==> config.mk <==
export PLATFORM = sky130hd
export DESIGN_NAME = ws_writeback_flat
export DESIGN_NICKNAME = d
export VERILOG_FILES = /design/src/rtl/ws_writeback_if.sv /design/src/rtl/ws_writeback.sv /design/src/flat_wrapper.sv
export SDC_FILE = /design/constraint.sdc
export NUM_CORES = 1
export LEC_CHECK = 0
export CAP_MARGIN = 20
export CORE_MARGIN = 1
export CORE_UTILIZATION = 60
export CTS_CLUSTER_DIAMETER = 120
export DETAILED_ROUTE_END_ITERATION = 8
export GPL_TIMING_DRIVEN = 1
export PLACE_DENSITY = 0.88
export SKIP_LAST_GASP = 1
export SLEW_MARGIN = 10
export SYNTH_ARGS = -nofsm -noshare
export SYNTH_HDL_FRONTEND = slang
export SYNTH_SLANG_ARGS = --single-unit
==> constraint.sdc <==
create_clock -name CLOCK_50_I -period 7.3 [get_ports CLOCK_50_I]
set_clock_uncertainty 0.15 [all_clocks]
set_input_delay 0.73 -clock CLOCK_50_I [delete_from_list [all_inputs] [get_ports CLOCK_50_I]]
set_output_delay 0.73 -clock CLOCK_50_I [all_outputs]
set_load 0.1 [all_outputs]
==> src/rtl/ws_writeback_if.sv <==
// ws_writeback_if
// Bundles the write-back stage's control handshake, its DP-RAM read port and
// its external SRAM write port.
//   master : the write-back stage (drives reads, SRAM writes and status)
//   slave  : the environment (sequencer, DP-RAM, SRAM)
// Signals:
//   WS_start        start one block (sampled only while idle)
//   WS_done         one-cycle pulse after a block's last SRAM write
//   frame_done      one-cycle pulse with WS_done for the last V block
//   channel         plane of the current/next block: 0 Y, 1 U, 2 V
//   src_half        0 reads s_read_data[31:16], 1 reads [15:0]
//   s_read_address  DP-RAM read address 0..63
//   s_read_data     DP-RAM read data, one-cycle latency
//   s_write_enable  DP-RAM write enable, never asserted
//   SRAM_address    SRAM word address
//   SRAM_we_n       SRAM write enable, active-low
//   SRAM_write_data {even pixel, odd pixel}
interface ws_writeback_if;
  logic        WS_start;
  logic        WS_done;
  logic        frame_done;
  logic [1:0]  channel;
  logic        src_half;
  logic [6:0]  s_read_address;
  logic [31:0] s_read_data;
  logic        s_write_enable;
  logic [17:0] SRAM_address;
  logic        SRAM_we_n;
  logic [15:0] SRAM_write_data;

  modport master (
    input  WS_start, src_half, s_read_data,
    output WS_done, frame_done, channel, s_read_address, s_write_enable,
           SRAM_address, SRAM_we_n, SRAM_write_data
  );

  modport slave (
    output WS_start, src_half, s_read_data,
    input  WS_done, frame_done, channel, s_read_address, s_write_enable,
           SRAM_address, SRAM_we_n, SRAM_write_data
  );
endinterface

==> src/rtl/ws_writeback.sv <==
// ws_writeback
// Write-back stage of the 8x8 block pipeline. For each started block it reads
// 64 signed 16-bit samples from the DP-RAM, clips them to 8 bits, packs pixel
// pairs into 16-bit words and writes 32 words into external SRAM at the block's
// raster position. Block position walks all Y blocks, then U, then V of a frame.
// Ports:
//   CLOCK_50_I  clock, rising edge
//   Resetn      asynchronous active-low reset
//   bus         ws_writeback_if.master (handshake, DP-RAM read, SRAM write)
module ws_writeback #(
  parameter int IMG_WIDTH  = 320,
  parameter int IMG_HEIGHT = 240,
  parameter int Y_BASE     = 0,
  parameter int U_BASE     = 38400,
  parameter int V_BASE     = 57600,
  parameter int CHROMA_DIV = 2
) (
  input  logic           CLOCK_50_I,
  input  logic           Resetn,
  ws_writeback_if.master bus
);
  // Words per SRAM row for luma and chroma planes.
  localparam logic [17:0] W_Y       = 18'(IMG_WIDTH / 2);
  localparam logic [17:0] W_C       = 18'(IMG_WIDTH / (2 * CHROMA_DIV));
  localparam logic [17:0] CB_LAST_Y = 18'(IMG_WIDTH / 8 - 1);
  localparam logic [17:0] CB_LAST_C = 18'(IMG_WIDTH / (8 * CHROMA_DIV) - 1);
  localparam logic [17:0] RB_LAST   = 18'(IMG_HEIGHT / 8 - 1);
  localparam logic [17:0] Y_BASE_W  = 18'(Y_BASE);
  localparam logic [17:0] U_BASE_W  = 18'(U_BASE);
  localparam logic [17:0] V_BASE_W  = 18'(V_BASE);

  typedef enum logic [1:0] {S_IDLE, S_RUN, S_TAIL1, S_TAIL2} state_t;

  state_t      state_reg, state_next;
  logic [5:0]  k_reg;          // read index during S_RUN, 0 while idle
  logic        dvalid_reg;     // s_read_data holds sample dk_reg this cycle
  logic [5:0]  dk_reg;
  logic        half_reg;
  logic [7:0]  even_byte_reg;
  logic [17:0] cb_reg, rb_reg;
  logic [1:0]  channel_reg;
  logic [17:0] addr_reg;
  logic [15:0] wdata_reg;
  logic        we_n_reg;
  logic        done_reg, frame_reg;

  logic        start_accept, run, block_end;
  logic [15:0] sel_sample;
  logic [7:0]  clip_byte;
  logic        cb_at_last, rb_at_last;
  logic [17:0] row_idx, plane_base, write_addr;

  // ---------------- FSM: state register ----------------
  always_ff @(posedge CLOCK_50_I or negedge Resetn) begin
    if (!Resetn) state_reg <= S_IDLE;
    else         state_reg <= state_next;
  end

  // ---------------- FSM: next state ----------------
  always_comb begin
    state_next = state_reg;
    case (state_reg)
      S_IDLE:  if (bus.WS_start) state_next = S_RUN;
      S_RUN:   if (k_reg == 6'd63) state_next = S_TAIL1;
      S_TAIL1: state_next = S_TAIL2;
      S_TAIL2: state_next = S_IDLE;
      default: state_next = S_IDLE;
    endcase
  end

  // ---------------- FSM: outputs ----------------
  always_comb begin
    start_accept = 1'b0;
    run          = 1'b0;
    block_end    = 1'b0;
    case (state_reg)
      S_IDLE:  start_accept = bus.WS_start;
      S_RUN:   run = 1'b1;
      S_TAIL2: block_end = 1'b1;
      default: ;
    endcase
  end

  // ---------------- clip ----------------
  assign sel_sample = half_reg ? bus.s_read_data[15:0] : bus.s_read_data[31:16];

  always_comb begin
    clip_byte = sel_sample[7:0];
    if (sel_sample[15])          clip_byte = 8'h00;
    else if (|sel_sample[14:8])  clip_byte = 8'hFF;
  end

  // ---------------- address: base + W*row + 4*CB + c/2 ----------------
  assign row_idx = (rb_reg << 3) + 18'(dk_reg[5:3]);

  // Constant multiply by the row stride as a shift-add chain: only the set
  // bits of the constant contribute an adder stage.
  logic [17:0] prod_y [19];
  logic [17:0] prod_c [19];
  assign prod_y[0] = '0;
  assign prod_c[0] = '0;
  for (genvar gi = 0; gi < 18; gi++) begin : g_mul
    if (W_Y[gi]) begin : g_y_add
      assign prod_y[gi+1] = prod_y[gi] + (row_idx << gi);
    end else begin : g_y_pass
      assign prod_y[gi+1] = prod_y[gi];
    end
    if (W_C[gi]) begin : g_c_add
      assign prod_c[gi+1] = prod_c[gi] + (row_idx << gi);
    end else begin : g_c_pass
      assign prod_c[gi+1] = prod_c[gi];
    end
  end

  always_comb begin
    case (channel_reg)
      2'd0:    plane_base = Y_BASE_W;
      2'd1:    plane_base = U_BASE_W;
      default: plane_base = V_BASE_W;
    endcase
  end

  assign write_addr = plane_base + ((channel_reg == 2'd0) ? prod_y[18] : prod_c[18])
                    + (cb_reg << 2) + 18'(dk_reg[2:1]);

  assign cb_at_last = (cb_reg == ((channel_reg == 2'd0) ? CB_LAST_Y : CB_LAST_C));
  assign rb_at_last = (rb_reg == RB_LAST);

  // ---------------- datapath ----------------
  always_ff @(posedge CLOCK_50_I or negedge Resetn) begin
    if (!Resetn) begin
      k_reg         <= '0;
      dvalid_reg    <= 1'b0;
      dk_reg        <= '0;
      half_reg      <= 1'b0;
      even_byte_reg <= '0;
      addr_reg      <= '0;
      wdata_reg     <= '0;
      we_n_reg      <= 1'b1;
      done_reg      <= 1'b0;
      frame_reg     <= 1'b0;
      cb_reg        <= '0;
      rb_reg        <= '0;
      channel_reg   <= 2'd0;
    end else begin
      if (start_accept) half_reg <= bus.src_half;
      k_reg      <= run ? k_reg + 6'd1 : 6'd0;
      // Read data arrives one cycle after the address, so track which k it is.
      dvalid_reg <= run;
      dk_reg     <= k_reg;

      we_n_reg <= 1'b1;
      if (dvalid_reg) begin
        if (!dk_reg[0]) begin
          even_byte_reg <= clip_byte;
        end else begin
          we_n_reg  <= 1'b0;
          wdata_reg <= {even_byte_reg, clip_byte};
          addr_reg  <= write_addr;
        end
      end

      done_reg  <= block_end;
      frame_reg <= block_end && cb_at_last && rb_at_last && (channel_reg == 2'd2);

      if (block_end) begin
        if (cb_at_last) begin
          cb_reg <= '0;
          if (rb_at_last) begin
            rb_reg      <= '0;
            channel_reg <= (channel_reg == 2'd2) ? 2'd0 : channel_reg + 2'd1;
          end else begin
            rb_reg <= rb_reg + 18'd1;
          end
        end else begin
          cb_reg <= cb_reg + 18'd1;
        end
      end
    end
  end

  assign bus.s_read_address  = {1'b0, k_reg};
  assign bus.s_write_enable  = 1'b0;
  assign bus.SRAM_address    = addr_reg;
  assign bus.SRAM_we_n       = we_n_reg;
  assign bus.SRAM_write_data = wdata_reg;
  assign bus.WS_done         = done_reg;
  assign bus.frame_done      = frame_reg;
  assign bus.channel         = channel_reg;
endmodule
==> src/flat_wrapper.sv <==
// flat-port wrapper written by rule: the top's interface ports become plain ports
module ws_writeback_flat 
#(
  parameter int IMG_WIDTH  = 320,
  parameter int IMG_HEIGHT = 240,
  parameter int Y_BASE     = 0,
  parameter int U_BASE     = 38400,
  parameter int V_BASE     = 57600,
  parameter int CHROMA_DIV = 2
)
  (CLOCK_50_I, Resetn, bus_WS_start, bus_src_half, bus_s_read_data, bus_WS_done, bus_frame_done, bus_channel, bus_s_read_address, bus_s_write_enable, bus_SRAM_address, bus_SRAM_we_n, bus_SRAM_write_data);
  ws_writeback_if bus_i ();
  input  logic CLOCK_50_I;
  input  logic Resetn;
  input wire logic [$bits(bus_i.WS_start)-1:0] bus_WS_start;
  input wire logic [$bits(bus_i.src_half)-1:0] bus_src_half;
  input wire logic [$bits(bus_i.s_read_data)-1:0] bus_s_read_data;
  output wire logic [$bits(bus_i.WS_done)-1:0] bus_WS_done;
  output wire logic [$bits(bus_i.frame_done)-1:0] bus_frame_done;
  output wire logic [$bits(bus_i.channel)-1:0] bus_channel;
  output wire logic [$bits(bus_i.s_read_address)-1:0] bus_s_read_address;
  output wire logic [$bits(bus_i.s_write_enable)-1:0] bus_s_write_enable;
  output wire logic [$bits(bus_i.SRAM_address)-1:0] bus_SRAM_address;
  output wire logic [$bits(bus_i.SRAM_we_n)-1:0] bus_SRAM_we_n;
  output wire logic [$bits(bus_i.SRAM_write_data)-1:0] bus_SRAM_write_data;
  assign bus_i.WS_start = bus_WS_start;
  assign bus_i.src_half = bus_src_half;
  assign bus_i.s_read_data = bus_s_read_data;
  assign bus_WS_done = bus_i.WS_done;
  assign bus_frame_done = bus_i.frame_done;
  assign bus_channel = bus_i.channel;
  assign bus_s_read_address = bus_i.s_read_address;
  assign bus_s_write_enable = bus_i.s_write_enable;
  assign bus_SRAM_address = bus_i.SRAM_address;
  assign bus_SRAM_we_n = bus_i.SRAM_we_n;
  assign bus_SRAM_write_data = bus_i.SRAM_write_data;
  ws_writeback #(.IMG_WIDTH(IMG_WIDTH), .IMG_HEIGHT(IMG_HEIGHT), .Y_BASE(Y_BASE), .U_BASE(U_BASE), .V_BASE(V_BASE), .CHROMA_DIV(CHROMA_DIV)) u_core (.CLOCK_50_I(CLOCK_50_I), .Resetn(Resetn), .bus(bus_i));
endmodule
After elaboration in Yosys (flattened, before gate mapping)
Index checks and enable logic that the tools add are counted.

Reductions and logical operators: 11. $add $sub $neg: 10. Equality and inequality tests: 10. Bitwise gates (word level): 1. Muxes and demuxes: 18.

Operator list (number): $add A18 B18 Y18 (3); $mux W18 (3); $add A18 B1 Y18 const B (2); $pmux W16 S2 (1); $add A16 B18 Y18 (1); $add A18 B2 Y18 (1); $eq A18 B18 Y1 (1); $eq A18 B5 Y1 const B (1); $mux W16 (1); $mux W8 (2); $add A14 B3 Y14 (1); $mux W6 (2); $pmux W2 S4 (1); $reduce_and A2 Y1 (4); $reduce_or A7 Y1 (1); $add A6 B1 Y6 const B (1); $eq A2 B2 Y1 const B (3); $eq A6 B6 Y1 const B (1); $mux W2 (3); $mux W1 (5); $eq A2 B1 Y1 const B (2); $logic_not A2 Y1 (2); $logic_and A1 B1 Y1 (3); $reduce_and A3 Y1 (1); other kinds (4) (4).

Register bits: 99. Logic and storage cells: 64. Input bits: 36. Output and inout port bits: 47.

Depth between registers and ports, before layout
Gate-level depths: netlist (run 1).

Depth in word-level cells: 6. Gate-level depth with buffers: 18.

Worst setup path after synthesis (run 1)
Ideal clock, no wire load.

Kind: register -> register. Start: reg u_core.channel_reg[0] (netlist: u_core.bus.channel[0]). End: reg u_core.addr_reg[17] (netlist: u_core.bus.SRAM_address[17]). Stages on the path, launching flop included: 16. Path slack: 3.135 ns. Period minus slack after synthesis: 4.165 ns. Arrival: 3.881 ns. Data required time: 7.016 ns. Path through: dfrtp_1 > nor2_1 > inv_2 > buf_2 > buf_1 > nand2_1 > nand2_1 > ha_1 > ha_1 > fa_1 > a211oi_1 > o211ai_1 > nor3b_1 > o31ai_1 > xnor2_1 > o21ai_1.

Cells in the longest elaborated chain, start to end: 5.

Ends and longest elaborated chain: from (decl) (line ws_writeback.sv:41) `logic [1:0] channel_reg;`; from (signal assigned) (line ws_writeback.sv:171) `channel_reg <= (channel_reg == 2'd2) ? 2'd0 : channel_reg + 2'd1;`; $eq A2 B1 Y1 / $logic_not A2 Y1 (equally long branches) (line ws_writeback.sv:116, ws_writeback.sv:123); $pmux W16 S2 / $mux W18 (equally long branches) (line ws_writeback.sv:116, ws_writeback.sv:123); $add A16 B18 Y18 (*) (line ws_writeback.sv:123) `assign write_addr = plane_base + ((channel_reg == 2'd0) ? prod_y[18] : prod_c[18])`; $add A18 B18 Y18 (*) (line ws_writeback.sv:124) `+ (cb_reg << 2) + 18'(dk_reg[2:1]);`; $add A18 B2 Y18 (*) (line ws_writeback.sv:124); to (signal assigned) (line ws_writeback.sv:159) `addr_reg <= write_addr;`; to (decl) (line ws_writeback.sv:42) `logic [17:0] addr_reg;`.

Mark *: on every way between the ends. The rest lies on a longest branch, timed or not. A chain may end at the register's enable or synchronous reset.

Worst setup path after layout (run 1)
Start: reg u_core.dk_reg[3]. End: reg u_core.addr_reg[17] (netlist: u_core.bus.SRAM_address[17]).

Cells in the longest elaborated chain, start to end: 6.

Ends and longest elaborated chain: from (decl) (line ws_writeback.sv:37) `logic [5:0] dk_reg;`; from (signal assigned) (line ws_writeback.sv:150) `dk_reg <= k_reg;`; $add A14 B3 Y14 (*) (line ws_writeback.sv:94) `assign row_idx = (rb_reg << 3) + 18'(dk_reg[5:3]);`; $add A18 B18 Y18 (on tied branches) (line ws_writeback.sv:109, ws_writeback.sv:104); $mux W18 (*) (line ws_writeback.sv:123); $add A16 B18 Y18 (*) (line ws_writeback.sv:123); $add A18 B18 Y18 (*) (line ws_writeback.sv:124); $add A18 B2 Y18 (*) (line ws_writeback.sv:124).

Marks and branches as above.

==> flow_metrics.tcl, run 1 <==
set metrics [dict create \
    instances_no_fill 791 \
    crit_chain "ha_1 > fa_1 > a211oi_1 > o21bai_1 > a21oi_1 > o21ai_0 > xor2_1 > nand2_1 > o21ai_0 > fa_1 > ha_1 > a21o_1 > a211oi_1 > a21oi_1 > a21oi_1 > o31ai_1 > xnor2_1 > o21ai_1" \
    drcViolationCount 0 \
    dp_hpwl_um 9642 \
    setup.worst_path.class "flop to flop" \
    slowest_delay_ns 0.46 \
    critPathLaunchType "flop" \
    drt_iter0_drc 271 \
    gp_congestion 0.8981 \
    synth_cell_types 57 \
    insertedDiodeCount 0 \
    grt_pass1_vias 4521 \
    maxCapViolations 0 \
    p_sw_frac 0.2639 \
    peakVddDrop_v 0.0001173 \
    nets 740 \
    synth-seq-area-share 0.4219 \
    end_kind "flop" \
    drt-vias-per-instance 5.729 \
    drtPass1Iterations 5 \
    setup_violations 0 \
    ys_warn_count 0 \
    die_h_um 100.9 \
    critical_path_buf_inv_count 0 \
    critPathTopFamily "compound AO/OA/AOI/OAI gates" \
    synthMostInstantiatedCell "dfrtp_1" \
    wl_per_cell_um 16.02 \
    internal_power_mw 0.7502 \
    rows 35 \
    synth.area.top_cells "dfrtp_1, ha_1, mux2_2" \
    worstSkewPairLatency_ns 0.37 \
    die-area_mm2 0.01019 \
    grt_pass1_wl_um 21450 \
    cts_hold_buffers 0 \
    io_pins 83 \
    cts_tree "yes" \
    cts-root-buf "clkbuf_8" \
    p_sw_mw 0.2689 \
    p_leak_nw 3.173 \
    cellPowerDensity_mw_per_mm2 145.9 \
    grt_antenna_before_repair 0 \
    slew_headroom 0.3204 \
    hp-class "primary input to asynchronous set/reset pin" \
    synth_seq_cells 99 \
    clkPwrFrac 0.363 \
    syn-mean-instance-area_um2 10.11 \
    coreArea_mm2 0.009371 \
    io_buffer_count 80 \
    worst-path-max-fanout 4 \
    cts_setup_buffers 0 \
    power_frac_comb 0.089 \
    netlist.area_leader.share 0.4175 \
    wl_um 12670 \
    timing_hold_violations_final 0 \
    initial_core_util 0.6268 \
    syn_area_mm2 0.005874 \
    worst_pin_slew_ns 1.016 \
    grt_max_degree 77 \
    synth_edf_count 0 \
    setup_tns_ns 0 \
    clk_pin_slew_worst_paths_ns 0.11 \
    arrival_ns 4.56 \
    htreeDepth 3 \
    drv_slew 0 \
    grt-ovfl-total 0 \
    synth_top_area_cell "dfrtp_1" \
    grtUsageTotal 0.2709 \
    r2r-start "u_core.dk_reg[3]" \
    final_antenna_net_count 0 \
    crit_start "u_core.dk_reg[3]" \
    cts.sinks 99 \
    crit_slowest_cell "fa_1" \
    ys.flop_type "dfrtp_1" \
    die_x_um 100.9 \
    seqPwrFrac 0.548 \
    routed-via-count 4532 \
    area_growth_pct 18.87 \
    numCtsBuffers 9 \
    max_freq_mhz 224.0 \
    synthCells 581 \
    dp.cells 775 \
    critPathMostFrequentCell "a21oi_1" \
    cts_resized 0 \
    rsz0062_at_grt "no" \
    drive_gt1_frac 0.1027 \
    async_flop_share 1.000 \
    period_share 0.6115 \
    outcome "finished clean" \
    timing.final.crit_period_ns 4.464 \
    synth_commonest_cells "dfrtp_1, nand2_1, ha_1" \
    worstPathRequired_ns 7.39 \
    cts_buffer_depth 2 \
]
## final timing paths
path,end,depth (start not counted),slack (ns)
setup / recovery,u_core.bus.SRAM_address[17],18,2.84
hold / removal,u_core.bus.SRAM_write_data[14],1,0.08
setup reg to reg,u_core.bus.SRAM_address[17],18,2.84
hold reg to reg,u_core.dk_reg[1],0,0.31
max in group asynchronous,u_core.k_reg[5],2,5.68
min in group CLOCK_50_I,u_core.dk_reg[1],0,0.31
## cell type report
type                       count  area (um^2)
clock buffer                   9        123.9
clock inverter                 7        82.58
fill                         661         2389
inverter                      27        101.3
multi-input combinational    437         3214
sequential                    99         2479
tap                          129        161.4
timing repair buffer          83        820.8
## per-stage QoR
stage,hold WS (ns),setup slack (ns),area [um^2],util,power (mW)
after floorplan,0.2844,3.135,5878,-,0.6180
after global placement,0.2795,3.054,6777,0.7231,0.6581
after detailed placement,0.2831,2.865,6777,0.7231,0.6609
after CTS,0.07975,2.853,6983,0.7451,1.024
after global routing,0.07560,2.489,6983,0.7451,1.052
final,0.07588,2.836,6983,0.7451,1.019
## cell usage in the layout (no fill, tap or decap), drive strengths merged, types with 17 or more instances in the layout
cell type      Yosys  final
o21ai             35     35
nor3              17     17
ha                38     38
dfrtp             98     98
mux2              33     33
clkdlybuf4s50      0     79
nor2              30     30
a21oi             30     30
inv               27     30
xor2              19     19
nand2             69     69
xnor2             30     30
## logic make-up after synthesis
family,synth area share
compound gates,0.1165
xor+xnor,0.07306
fa+ha+maj,0.1116
buf+inv,0.03152
flops,0.4219
mux,0.08711
other cells,0.0006384
simple gates,0.1576
## power groups by stage
stage	clock network (mW)	registers (mW)	logic (mW)
finish	0.370	0.559	0.0907
global route	0.397	0.560	0.0956
CTS	0.373	0.559	0.0918
detailed placement	0	0.569	0.0914
global placement	0	0.569	0.0894
floorplan	0	0.603	0.0149
## metal layers
metal | vias to the layer above | GRT usage | share of wire
li1 | 2178 | - | -
met1 | 2187 | 0.3394 | 0.42
met2 | 136 | 0.4784 | 0.51
met3 | 31 | 0.04230 | 0.041
met4 | 0 | 0.09142 | 0.021
met5 | - | 0 | 0
Note: power is estimated with default switching activity, not from simulation.
==> run 2: changes to the inputs <==
CORE_UTILIZATION = 55   (was 60)
PLACE_DENSITY = 0.81   (was 0.88)
clock period = 4.4 ns   (was 7.3 ns; I/O delays follow)
==> run 2 against run 1 <==
Core utilization fell by 6.1 points; clock-buffer cell count did not move; cell count rose by 1.3%; global-route usage fell by 3.1 points; critical path depth fell by 4; critical path type unchanged; fmax rose by 7.9%; worst setup slack got worse by 2.6 ns; via count rose by 0.24%; non-clock buffer count rose by 3; first-iteration DRC count fell by 3.7%; worst hold slack got worse by 0.031 ns.
==> flow_metrics.tcl, run 2 (synthesized netlist as in run 1, its figures left out) <==
set metrics [dict create \
    gp_congestion 0.8515 \
    arrival_ns 4.24 \
    end_kind "flop" \
    cts_tree "yes" \
    nets 743 \
    die_x_um 105.3 \
    setup_tns_ns 0 \
    dp.cells 783 \
    hp-class "primary input to asynchronous set/reset pin" \
    critPathLaunchType "flop" \
    grt-ovfl-total 0 \
    period_share 0.9404 \
    cellPowerDensity_mw_per_mm2 235.7 \
    coreArea_mm2 0.01032 \
    power_mw 1.666 \
    cts-root-buf "clkbuf_8" \
    instances_no_fill 801 \
    final_antenna_net_count 0 \
    clk_pin_slew_worst_paths_ns 0.11 \
    grt_antenna_before_repair 0 \
    initial_core_util 0.5690 \
    cts_buffer_depth 2 \
    wl_um 12530 \
    wl_per_cell_um 15.64 \
    timing.final.crit_period_ns 4.138 \
    r2r.worst_path.cells 14 \
    whs_ns 0.04514 \
    htreeDepth 3 \
    area_growth_pct 20.28 \
    drv_slew 0 \
    max_freq_mhz 241.7 \
    layout_common_cells "dfrtp_1, clkdlybuf4s50_1, nand2_1, ha_1, mux2_2" \
    rsz0062_at_grt "no" \
    io_pins 83 \
    grt_max_degree 79 \
    setup.worst_path.class "flop to flop" \
    worstPathRequired_ns 4.50 \
    cts_hold_buffers 0 \
    die_h_um 105.3 \
    peakVddDrop_v 0.0001760 \
    routed-via-count 4543 \
    preCtsSetupSlack_ns 0.05957 \
    worstSkewPairLatency_ns 0.38 \
    maxCapViolations 0 \
    r2r-start "u_core.rb_reg[1]" \
    drcViolationCount 0 \
    fin_ws_ns 0.2623 \
    drt_iter0_drc 261 \
    grt_pass1_wl_um 21200 \
    drtPass1Iterations 4 \
    mostFrequentLayoutCell "dfrtp_1" \
    grtUsageTotal 0.2403 \
    r2r-end "u_core.bus.SRAM_address[17]" \
    worst-path-max-fanout 6 \
    outcome "finished clean" \
    grt_pass1_vias 4496 \
    drt-vias-per-instance 5.672 \
    timing_hold_violations_final 0 \
    drive_gt1_frac 0.1248 \
    cts.sinks 99 \
    insertedDiodeCount 0 \
    dp_hpwl_um 9355 \
    io_buffer_count 80 \
    slew_headroom 0.3264 \
    setup_violations 0 \
    numCtsBuffers 9 \
    rrSetupSlack_ns 0.26 \
    rows 37 \
    worst_pin_slew_ns 1.007 \
    die-area_mm2 0.01110 \
    p_leak_nw 3.187 \
]
[run 2: worst max-delay path by stage]
stage | to | depth (start not counted) | slack (ns) | from
4_1_cts | u_core.bus.SRAM_address[17] | 17 | 0.05 | u_core.dk_reg[3]
3_5_place_dp | u_core.bus.SRAM_address[17] | 17 | 0.06 | u_core.dk_reg[3]
5_1_grt | u_core.bus.SRAM_address[17] | 14 | 0.01 | u_core.rb_reg[1]
2_1_floorplan | u_core.bus.SRAM_address[17] | 15 | 0.23 | u_core.bus.channel[0]
3_3_place_gp | u_core.bus.SRAM_address[17] | 17 | 0.15 | u_core.dk_reg[3]
6_report | u_core.bus.SRAM_address[17] | 14 | 0.26 | u_core.rb_reg[1]
[run 2: what timing repair did]
item	in CTS	in global routing
buffers inserted	0	2
pin swaps	0	5
endpoints found under the setup margin	1	4
gates resized for setup	1	12
[run 2: metal layers]
layer / wire, um / vias to the layer above / global-route usage
met3: 482 / 23 / 0.02288
met5: 0 / - / 0
met4: 231 / 0 / 0.09557
li1: - / 2197 / -
met2: 6300 / 109 / 0.4117
met1: 5514 / 2214 / 0.3148
[run 2: where the power goes]
group / leakage [nW] / switching, mW / internal [mW]
Sequential: 1.26 / 0.00591 / 0.921
Combinational: 1.82 / 0.0983 / 0.0509
Clock: 0.100 / 0.363 / 0.227
[run 2: area by class of cell]
type,count,area (um^2)
multi-input cells,437,3271
fillers,781,3258
repair buffers,86,843.3
well taps,136,170.2
clock inverters,7,77.57
flip-flops and latches,99,2479
clock buffers,9,123.9
inverters,27,101.3
[run 2: worst max-delay path, stage by stage, from the launching register on]
cell,delay [ns]
dfrtp_1,0.47
ha_1,0.29
or4_1,0.56
o221ai_1,0.26
nand2b_1,0.11
xnor2_1,0.24
o21ai_2,0.09
fa_1,0.53
ha_4,0.31
a21o_1,0.12
a211oi_2,0.07
or3_1,0.33
o31ai_2,0.27
xnor2_1,0.15
o21ai_1,0.07
[run 2: metrics by stage]
stage / instance area, um^2 / util
2_1_floorplan: 5878 / -
3_3_place_gp: 6793 / 0.6580
3_5_place_dp: 6793 / 0.6580
4_1_cts: 6999 / 0.6780
5_1_grt: 7066 / 0.6844
6_report: 7066 / 0.6844
==> run 3: changes to the inputs <==
CORE_ASPECT_RATIO = 1.25   (was default)
RECOVER_POWER = 100   (was default)
==> run 3 against run 2 <==
The run now ends with max-capacitance violations, max-slew violations left; via count fell by 0.40%; routed wire length rose by 3.6%; core utilization rose by 0.66 points; non-clock buffer count fell by 1; sequential share of layout area fell by 0.12 points; critical endpoint unchanged; largest cell class unchanged.
==> flow_metrics.tcl, run 3 (synthesized netlist as in run 1, its figures left out) <==
set metrics [dict create \
    grt_pass1_vias 4796 \
    critPathTopFamily "adder cells" \
    crit_slowest_cell "fa_1" \
    maxCapViolations 1 \
    setup_violations 0 \
    cellPowerDensity_mw_per_mm2 265.5 \
    timing.final.crit_period_ns 4.147 \
    coreArea_mm2 0.01026 \
    dp.cells 777 \
    grtUsageTotal 0.2516 \
    grt_antenna_before_repair 0 \
    drcViolationCount 0 \
    drtPass1Iterations 4 \
    period_share 0.9426 \
    numCtsBuffers 9 \
    wl_per_cell_um 16.36 \
    worstPathRequired_ns 4.46 \
    arrival_ns 4.21 \
    critical_path_buf_inv_count 1 \
    rows 41 \
    slew_headroom -0.2346 \
    clk_pin_slew_worst_paths_ns 0.07 \
    end_kind "flop" \
    setup_tns_ns 0 \
    die-area_mm2 0.01110 \
    outcome "complete, but fails checks" \
    cts_hold_buffers 0 \
    nets 742 \
    grt_pass1_wl_um 21860 \
    cts_tree "yes" \
    die_h_um 117.5 \
    fill_cells 784 \
    r2r-end "u_core.bus.SRAM_address[17]" \
    max_freq_mhz 241.1 \
    crit_start "u_core.dk_reg[3]" \
    hp-class "flop to flop" \
    dp_hpwl_um 9748 \
    gp_congestion 0.8707 \
    htreeDepth 3 \
    initial_core_util 0.5726 \
    layout_common_cells "dfrtp_1, nand2_1, dlygate4sd3_1, ha_1, clkdlybuf4s50_1" \
    drv_slew 76 \
    io_pins 83 \
    wl_um 12980 \
    worst-path-max-fanout 5 \
    routed-via-count 4525 \
    worst_pin_slew_ns 1.852 \
    drive_gt1_frac 0.1024 \
    grt_max_degree 76 \
    die_x_um 94.44 \
    p_leak_nw 3.256 \
    crit_chain "ha_1 > fa_2 > a211oi_2 > o21bai_1 > a21oi_2 > o21ai_0 > xor2_1 > mux2i_1 > fa_1 > inv_1 > ha_1 > a21o_1 > a211oi_2 > or3_1 > o31ai_2 > xnor2_1 > o21ai_1" \
    mostFrequentLayoutCell "dfrtp_1" \
    grt-ovfl-total 0 \
    instances_no_fill 793 \
    area_growth_pct 20.68 \
    peakVddDrop_v 0.0001746 \
    drt-vias-per-instance 5.706 \
    cts-root-buf "clkbuf_16" \
    io_buffer_count 80 \
    r2r-start "u_core.dk_reg[3]" \
    r2r.worst_path.cells 17 \
    cp-endpoint "u_core.bus.SRAM_address[17]" \
    slowest_delay_ns 0.44 \
    final_antenna_net_count 0 \
    worstSkewPairLatency_ns 0.35 \
    drt_iter0_drc 201 \
    critPathLaunchType "flop" \
    cts.sinks 99 \
    path_depth 17 \
    violations "max-capacitance violations, max-slew violations" \
    fin_ws_ns 0.2526 \
    cts_setup_buffers 0 \
    cts_buffer_depth 2 \
    rrSetupSlack_ns 0.25 \
    insertedDiodeCount 0 \
    timing_hold_violations_final 0 \
    setup.worst_path.class "flop to flop" \
    whs_ns 0.2861 \
    preCtsSetupSlack_ns 0.01341 \
]
run 3: cell types whose count changed in the layout (fill, tap and decap cells not counted), sizes merged:
cell           before  now
clkbuf              9   13
inv                31   30
bufinv              0    1
clkdlybuf4s50      79   34
buf                 7    3
dlygate4sd3         0   45
clkinv              2    1
run 3: where the power goes:
group,switching (mW),internal (mW),leakage (nW),total (mW)
registers,0.00584,0.921,1.26,0.927
logic,0.0992,0.0473,1.85,0.146
clock network,0.360,0.448,0.145,0.809
total,0.465,1.42,3.26,1.88
run 3: layout make-up:
class,count,area (um^2),share of cell area
clock buffer,10,229.0,0.03230
clock inverter,6,71.32,0.01006
inverter,27,101.3,0.01430
multi-input combinational,437,3222,0.4545
sequential,99,2479,0.3496
tap,129,161.4,0.02277
timing repair buffer,85,825.8,0.1165
run 3: worst min path at each step:
stage	from	end	slack (ns)	depth (start not counted)
3_3_place_gp	u_core.k_reg[1]	u_core.dk_reg[1]	0.27	0
5_1_grt	u_core.k_reg[1]	u_core.dk_reg[1]	0.30	0
6_report	u_core.k_reg[1]	u_core.dk_reg[1]	0.29	0
3_5_place_dp	u_core.k_reg[1]	u_core.dk_reg[1]	0.28	0
2_1_floorplan	Resetn	u_core.bus.SRAM_address[0]	-0.006	0
4_1_cts	Resetn	u_core.bus.SRAM_write_data[11]	0.12	1
run 3: repair_timing:
action	4_1_cts	5_1_grt
resized for setup	1	10
cloned	0	0
setup endpoints to repair	1	2
pin swaps	0	2
run 3: layer usage:
layer  track usage  share of wire  vias to the layer above
met4        0.1192          0.029                        0
li1              -              -                     2184
met5             0              0                        -
met3       0.04522          0.031                       34
met2        0.4470           0.53                       99
met1        0.2844           0.41                     2208
run 3: through the flow:
step	util	instance area (um^2)	total power, mW
5_1_grt	0.6910	7089	1.940
3_3_place_gp	0.6620	6792	1.092
3_5_place_dp	0.6620	6792	1.096
6_report	0.6910	7089	1.882
4_1_cts	0.6917	7097	1.897
2_1_floorplan	-	5878	1.025
run 3: worst register-to-register path: stages (launching register included):
cell      delay (ns)
dfrtp_1         0.40
ha_1            0.25
fa_2            0.39
a211oi_2        0.23
o21bai_1        0.13
a21oi_2         0.18
o21ai_0         0.12
xor2_1          0.17
mux2i_1         0.21
fa_1            0.45
inv_1           0.07
ha_1            0.26
a21o_1          0.16
a211oi_2        0.07
or3_1           0.34
o31ai_2         0.22
xnor2_1         0.15
o21ai_1         0.07
